`config.mk`:
```
export PLATFORM = sky130hd
export DESIGN_NAME = trap_ctrl
export DESIGN_NICKNAME = d
export VERILOG_FILES = /design/src/rtl/trap_ctrl.sv
export SDC_FILE = /design/constraint.sdc
export NUM_CORES = 1
export LEC_CHECK = 0
export ABC_AREA = 1
export CAP_MARGIN = 10
export CORE_MARGIN = 4
export CORE_UTILIZATION = 41
export CTS_BUF_LIST = sky130_fd_sc_hd__clkbuf_4 sky130_fd_sc_hd__clkbuf_8
export CTS_CLUSTER_DIAMETER = 40
export DETAILED_ROUTE_END_ITERATION = 8
export PLACE_DENSITY = 0.83
export SKIP_LAST_GASP = 1
export SYNTH_ARGS = -nofsm -noshare
export SYNTH_HDL_FRONTEND = slang
export SYNTH_SLANG_ARGS = --single-unit
```
`constraint.sdc`:
```
create_clock -name clk -period 1.7 [get_ports clk]
set_clock_uncertainty 0.1 [all_clocks]
set_input_delay 0.255 -clock clk [delete_from_list [all_inputs] [get_ports clk]]
set_output_delay 0.255 -clock clk [all_outputs]
set_load 0.005 [all_outputs]
```
`src/rtl/trap_ctrl.sv`:
```
// Machine-mode trap sequencer: arbitrates exceptions, interrupts and mret at commit,
// drives mcsr write pulses, flush and PC redirect. Optional macro: TRAP_VECTORED_EN.
module trap_ctrl #(
  parameter int SYNC_STAGES = 2
) (
  input  logic        clk,
  input  logic        rst_n,
  input  logic        i_instr_valid,
  input  logic [31:0] i_instr_pc,
  input  logic        i_exc_valid,
  input  logic [3:0]  i_exc_code,
  input  logic [31:0] i_exc_tval,
  input  logic        i_mret,
  input  logic        i_external_irq,
  input  logic        i_software_irq,
  input  logic        i_timer_irq,
  input  logic        i_meie,
  input  logic        i_msie,
  input  logic        i_mtie,
  input  logic        i_mstatus_mie,
  input  logic        i_mstatus_mpie,
  input  logic [29:0] i_mtvec_base,
  input  logic [1:0]  i_mtvec_mode,
  input  logic [31:0] i_mepc_value,
  output logic [31:0] o_mepc_value,
  output logic        o_mepc_value_wen,
  output logic        o_mcause_interrupt,
  output logic        o_mcause_interrupt_wen,
  output logic [30:0] o_mcause_exception_code,
  output logic        o_mcause_exception_code_wen,
  output logic [31:0] o_mtval_value,
  output logic        o_mtval_value_wen,
  output logic        o_mstatus_mie,
  output logic        o_mstatus_mie_wen,
  output logic        o_mstatus_mpie,
  output logic        o_mstatus_mpie_wen,
  output logic [1:0]  o_mstatus_mpp,
  output logic        o_mstatus_mpp_wen,
  output logic        o_busy,
  output logic        o_flush,
  output logic        o_pc_redirect,
  output logic [31:0] o_pc_target
);

  typedef enum logic [1:0] {IDLE, WRITE, REDIRECT} state_t;

  state_t                 state;
  logic [SYNC_STAGES-1:0] ext_sync, sw_sync, tim_sync;
  logic                   ext_pend, sw_pend, tim_pend, irq_pend;
  logic                   take_exc, take_irq, take_mret;
  logic [3:0]             irq_code;
  logic                   hold_mret;
  logic [31:0]            hold_mepc;
  logic [31:0]            trap_target;

  // NOTE: sequential state uses non-blocking assignments so every flop samples pre-edge values.
  always_ff @(posedge clk or negedge rst_n) begin
    if (!rst_n) begin
      ext_sync <= '0;
      sw_sync  <= '0;
      tim_sync <= '0;
    end else begin
      ext_sync <= {ext_sync[SYNC_STAGES-2:0], i_external_irq};
      sw_sync  <= {sw_sync[SYNC_STAGES-2:0],  i_software_irq};
      tim_sync <= {tim_sync[SYNC_STAGES-2:0], i_timer_irq};
    end
  end

  assign ext_pend = ext_sync[SYNC_STAGES-1] & i_meie & i_mstatus_mie;
  assign sw_pend  = sw_sync[SYNC_STAGES-1]  & i_msie & i_mstatus_mie;
  assign tim_pend = tim_sync[SYNC_STAGES-1] & i_mtie & i_mstatus_mie;
  assign irq_pend = ext_pend | sw_pend | tim_pend;

  // NOTE: every always_comb output gets a default first so no latch is inferred.
  always_comb begin
    take_exc  = 1'b0;
    take_irq  = 1'b0;
    take_mret = 1'b0;
    irq_code  = 4'd7;
    if (ext_pend)     irq_code = 4'd11;
    else if (sw_pend) irq_code = 4'd3;
    if (i_instr_valid) begin
      if (i_exc_valid)   take_exc  = 1'b1;
      else if (irq_pend) take_irq  = 1'b1;
      else if (i_mret)   take_mret = 1'b1;
    end
  end

`ifdef TRAP_VECTORED_EN
  logic       hold_irq;
  logic [3:0] hold_code;

  always_ff @(posedge clk or negedge rst_n) begin
    if (!rst_n) begin
      hold_irq  <= 1'b0;
      hold_code <= '0;
    end else if (state == IDLE && (take_exc || take_irq)) begin
      hold_irq  <= take_irq;
      hold_code <= take_irq ? irq_code : i_exc_code;
    end
  end

  // Only interrupts in mode 01 are vectored; modes 10/11 fall back to direct.
  always_comb begin
    trap_target = {i_mtvec_base, 2'b00};
    if (hold_irq && i_mtvec_mode == 2'b01)
      trap_target = {i_mtvec_base, 2'b00} + {26'd0, hold_code, 2'b00};
  end
`else
  logic unused_mode;
  assign unused_mode = ^i_mtvec_mode;
  assign trap_target = {i_mtvec_base, 2'b00};
`endif

  always_ff @(posedge clk or negedge rst_n) begin
    if (!rst_n) begin
      state                       <= IDLE;
      hold_mret                   <= 1'b0;
      hold_mepc                   <= '0;
      o_mepc_value                <= '0;
      o_mepc_value_wen            <= 1'b0;
      o_mcause_interrupt          <= 1'b0;
      o_mcause_interrupt_wen      <= 1'b0;
      o_mcause_exception_code     <= '0;
      o_mcause_exception_code_wen <= 1'b0;
      o_mtval_value               <= '0;
      o_mtval_value_wen           <= 1'b0;
      o_mstatus_mie               <= 1'b0;
      o_mstatus_mie_wen           <= 1'b0;
      o_mstatus_mpie              <= 1'b0;
      o_mstatus_mpie_wen          <= 1'b0;
      o_mstatus_mpp               <= 2'b00;
      o_mstatus_mpp_wen           <= 1'b0;
      o_busy                      <= 1'b0;
      o_flush                     <= 1'b0;
      o_pc_redirect               <= 1'b0;
      o_pc_target                 <= '0;
    end else begin
      // Every output is a one-cycle pulse unless the current state re-asserts it.
      o_mepc_value                <= '0;
      o_mepc_value_wen            <= 1'b0;
      o_mcause_interrupt          <= 1'b0;
      o_mcause_interrupt_wen      <= 1'b0;
      o_mcause_exception_code     <= '0;
      o_mcause_exception_code_wen <= 1'b0;
      o_mtval_value               <= '0;
      o_mtval_value_wen           <= 1'b0;
      o_mstatus_mie               <= 1'b0;
      o_mstatus_mie_wen           <= 1'b0;
      o_mstatus_mpie              <= 1'b0;
      o_mstatus_mpie_wen          <= 1'b0;
      o_mstatus_mpp               <= 2'b00;
      o_mstatus_mpp_wen           <= 1'b0;
      o_busy                      <= 1'b0;
      o_flush                     <= 1'b0;
      o_pc_redirect               <= 1'b0;
      o_pc_target                 <= '0;
      case (state)
        IDLE: begin
          if (take_exc || take_irq || take_mret) begin
            state              <= WRITE;
            o_busy             <= 1'b1;
            o_flush            <= 1'b1;
            hold_mret          <= take_mret;
            hold_mepc          <= i_mepc_value;
            o_mstatus_mie_wen  <= 1'b1;
            o_mstatus_mpie_wen <= 1'b1;
            o_mstatus_mpp_wen  <= 1'b1;
            o_mstatus_mpp      <= 2'b11;
            if (take_mret) begin
              o_mstatus_mie  <= i_mstatus_mpie;
              o_mstatus_mpie <= 1'b1;
            end else begin
              o_mstatus_mie               <= 1'b0;
              o_mstatus_mpie              <= i_mstatus_mie;
              o_mepc_value                <= i_instr_pc;
              o_mepc_value_wen            <= 1'b1;
              o_mcause_interrupt          <= take_irq;
              o_mcause_interrupt_wen      <= 1'b1;
              o_mcause_exception_code     <= {27'd0, take_irq ? irq_code : i_exc_code};
              o_mcause_exception_code_wen <= 1'b1;
              o_mtval_value               <= take_irq ? 32'd0 : i_exc_tval;
              o_mtval_value_wen           <= 1'b1;
            end
          end
        end
        WRITE: begin
          state         <= REDIRECT;
          o_busy        <= 1'b1;
          o_pc_redirect <= 1'b1;
          o_pc_target   <= hold_mret ? hold_mepc : trap_target;
        end
        REDIRECT: state <= IDLE;
        default:  state <= IDLE;
      endcase
    end
  end

endmodule

```
==> summary.md <==
| Metric | Value |
|---|---|
| DRT antenna net count | `0` |
| Synth area leader | `dfrtp_1` |
| Gpl congestion | `0.791` |
| Buf+Inv Stages, Crit Path | `1` |
| Final number of max-transition violations | `0` |
| Initial drt markers | `~250` |
| Family with the most delay on the worst path | `buffers and inverters` |
| Die width | `~130 µm` |
| Ys Warns | `0` |
| Via count | `roughly 4700` |
| Worst Path Max Fanout | `1` |
| Setup crit end kind | `output pin` |
| Commonest non-fill, non-tap cell in the layout | `clkdlybuf4s50_1` |
| Pre-antenna DRT Iters | `5` |
| Clock sinks | `148` |
| CP max stage cell | `clkdlybuf4s50_1` |
| Min Clock Period, post-route | `1.64 ns` |
| Worst hold path type | `input port to flip-flop` |
| Area Overhead vs Synth | `57.4%` |
| Die ar. | `between 15000 and 20000 µm²` |
| Clk pin slew, worst setup/hold paths | `roughly 0.080 ns` |
| FP Rows | `42` |
| VDD IR-drop max | `approximately 0.5 mV` |
| Part of the cycle the worst path needs | `between 90% and 100%` |
| Unrepaired setup endpoints after global routing | `false` |
| Fillers | `between 1000 and 1500` |
| DIE HEIGHT | `126 µm` |
| Startpoint types | `flip-flop` |
| Vias in the first global route | `4836` |
| Root Buffer | `clkbuf_8` |
| Avg Synthesized Cell Area | `between 9 and 10 µm²` |
| Final setup violation count | `0` |
| Cells along the critical path | `clkdlybuf4s50_1` |
| NumNets Final | `around 1000` |
| Share of cells above drive strength 1 | `8.07%` |
| Initial antenna violation count | `0` |
| Htree depth | `4` |
| Worst-skew pair later-pin latency | `approximately 0.43 ns` |
| Synth unique cells | `19` |
| Fmax | `609 MHz` |
| Arr. time, crit path | `~1.3 ns` |
| Final wirelength | `around 16000 µm` |
| Sequential share of the synthesized area | `64.8%` |
| Worst slack, placed | `-0.156 ns` |
| GRT overflow | `0` |
| Static leakage | `about 4.9 nW` |
| Antenna cells | `0` |
| Critical path data required time | `around 1.3 ns` |
| Status | `complete, no violations` |
| Clock power share | `roughly a third` |
| Setup TNS | `0 ns` |
| Initial Util | `42.5%` |
| Final hold vios | `0` |
| Final WS setup | `0.0591 ns` |
| P_int | `between 6 and 7 mW` |
| Flop pwr share | `between 40% and 50%` |
| Largest net degree at the start of global routing | `52` |
| Critical Path Max Stage Delay | `around 0.53 ns` |
| Switching Share | `around 26%` |
| DP Wirelength | `between 10000 and 15000 µm` |
| Synth top area share | `approximately 65%` |
| DRC | `0` |
| Io pins | `287` |
| Vias per std cell | `between 4 and 5` |
| Comb pwr share | `between 20% and 30%` |
| GRT Total Usage | `between 10% and 20%` |
| Core Box Area | `13500 µm²` |
| Dominant cells by area after synthesis | `dfrtp_1 65%, nand2_1 9.0%, nand3_1 6.0%` |
| Seq cells post-synth | `148` |
| Net switching power | `about 2.4 mW` |
| PD cells | `~1000 nW/µm²` |
| Max-cap violations | `0` |
| Synth Cell Area | `between 5000 and 6000 µm²` |
| WS Path Type | `flip-flop to output pin` |
| CTS tree | `yes` |
| WL/cell | `15.0 µm` |
| # port buffers | `between 200 and 300` |
| Cells after Synth | `581` |
| Global-route wire length before repair | `24500 µm` |
| Commonest non-fill, non-tap cells in the layout | `218 x clkdlybuf4s50_1, 147 x dfrtp_1, 137 x nand2_1` |
| Num CTS Buffers | `17` |
| CTS max path bufs | `2` |
[through the flow]
stage                     std cells  hold WS, ns  utilization [%]  instance area, µm²  power [mW]
after floorplan                 607       -0.141                -                5810        5.20
after global placement          995       0.0437             62.6                8430        6.24
after detailed placement        995       0.0424             62.6                8430        6.32
after CTS                      1030        0.116             66.2                8910        9.48
after global routing           1031        0.115             66.8                8990        9.88
final                          1031        0.152             66.8                8990        9.36
[state kept, by name, indices dropped and copies added, names as in the netlist]
register and flops:
o_mcause_exception_code 4, o_mstatus_mpp 1, ext_sync 2, sw_sync 2, o_mepc_value 32, o_pc_redirect 1
o_mtval_value 32, o_pc_target 32, hold_mret 1, o_mstatus_mpie 1, hold_mepc 32, o_mcause_interrupt 1
o_mtval_value_wen 1, o_busy 1, o_mstatus_mie 1, state 2, tim_sync 2
[power by group through the flow]
stage	combinational, mW	sequential [mW]	clock [mW]
after floorplan	0.953	4.24	0
after global placement	2.00	4.24	0
after detailed placement	2.05	4.27	0
after CTS	2.06	4.19	3.23
after global routing	2.23	4.24	3.40
final	2.02	4.19	3.15
[per-layer routing]
metal	global-route usage [%]	vias up	wire length, µm
li1	-	2257	-
met1	20.7	2239	5600
met2	35.6	187	8200
met3	7.41	29	1350
met4	7.82	0	365
met5	0	-	0
[kinds of logic (layout without fill, tap and decap cells)]
| family | Yosys count | after routing | share of synthesized area, % |
|---|---|---|---|
| AOI/OAI and AO/OA | 32 | 32 | 2.80 |
| buffers and inverters | 109 | 357 | 11.0 |
| DFF | 148 | 148 | 64.8 |
| other | 1 | 27 | 0.0657 |
| and+or+nand+nor | 291 | 291 | 21.3 |
[layout make-up]
class | instances | area [µm²] | area share [%]
Clock buffer | 23 | 298 | 3.31
Clock inverter | 9 | 174 | 1.93
Inverter | 40 | 150 | 1.67
Multi-Input combinational cell | 350 | 1490 | 16.5
Sequential cell | 148 | 3700 | 41.2
Tap cell | 176 | 220 | 2.45
Timing Repair Buffer | 285 | 2960 | 32.9
[cells in the mapped netlist]
master,n
nand2_4,1
nor3b_2,1
buf_4,36
nand2_2,2
buf_1,3
clkbuf_1,10
nand3_1,69
nor2_2,2
nand2_1,137
inv_1,40
nor3_1,1
o21ai_0,2
nand3_2,2
dfrtp_1,148
buf_6,9
nor2_1,76
buf_2,11
conb_1,1
a21oi_1,30
[path summary, 6_finish.rpt]
path	depth (start not counted)	startpoint	end	slack, ns
worst max-delay path	1	o_pc_target[1]	o_pc_target[1]	0.06
worst min register to register	0	tim_sync[0]	tim_sync[1]	0.25
worst min-delay path	1	i_software_irq	sw_sync[0]	0.15
worst max register to register	7	ext_sync[1]	o_mcause_exception_code[2]	0.25
min in group asynchronous	2	rst_n	o_mepc_value[10]	0.16
max in group asynchronous	3	rst_n	hold_mepc[13]	0.74
[timing repair]
| item | in CTS | in global routing |
|---|---|---|
| resized for setup | 11 | 28 |
| buffers inserted | 2 | 1 |
| pin swaps | 0 | 0 |
| hold buffers | 1 | 0 |
| hold endpoints to repair | 148 | 0 |
| setup endpoints to repair | 10 | 31 |
(Power assumes the default switching activity.)
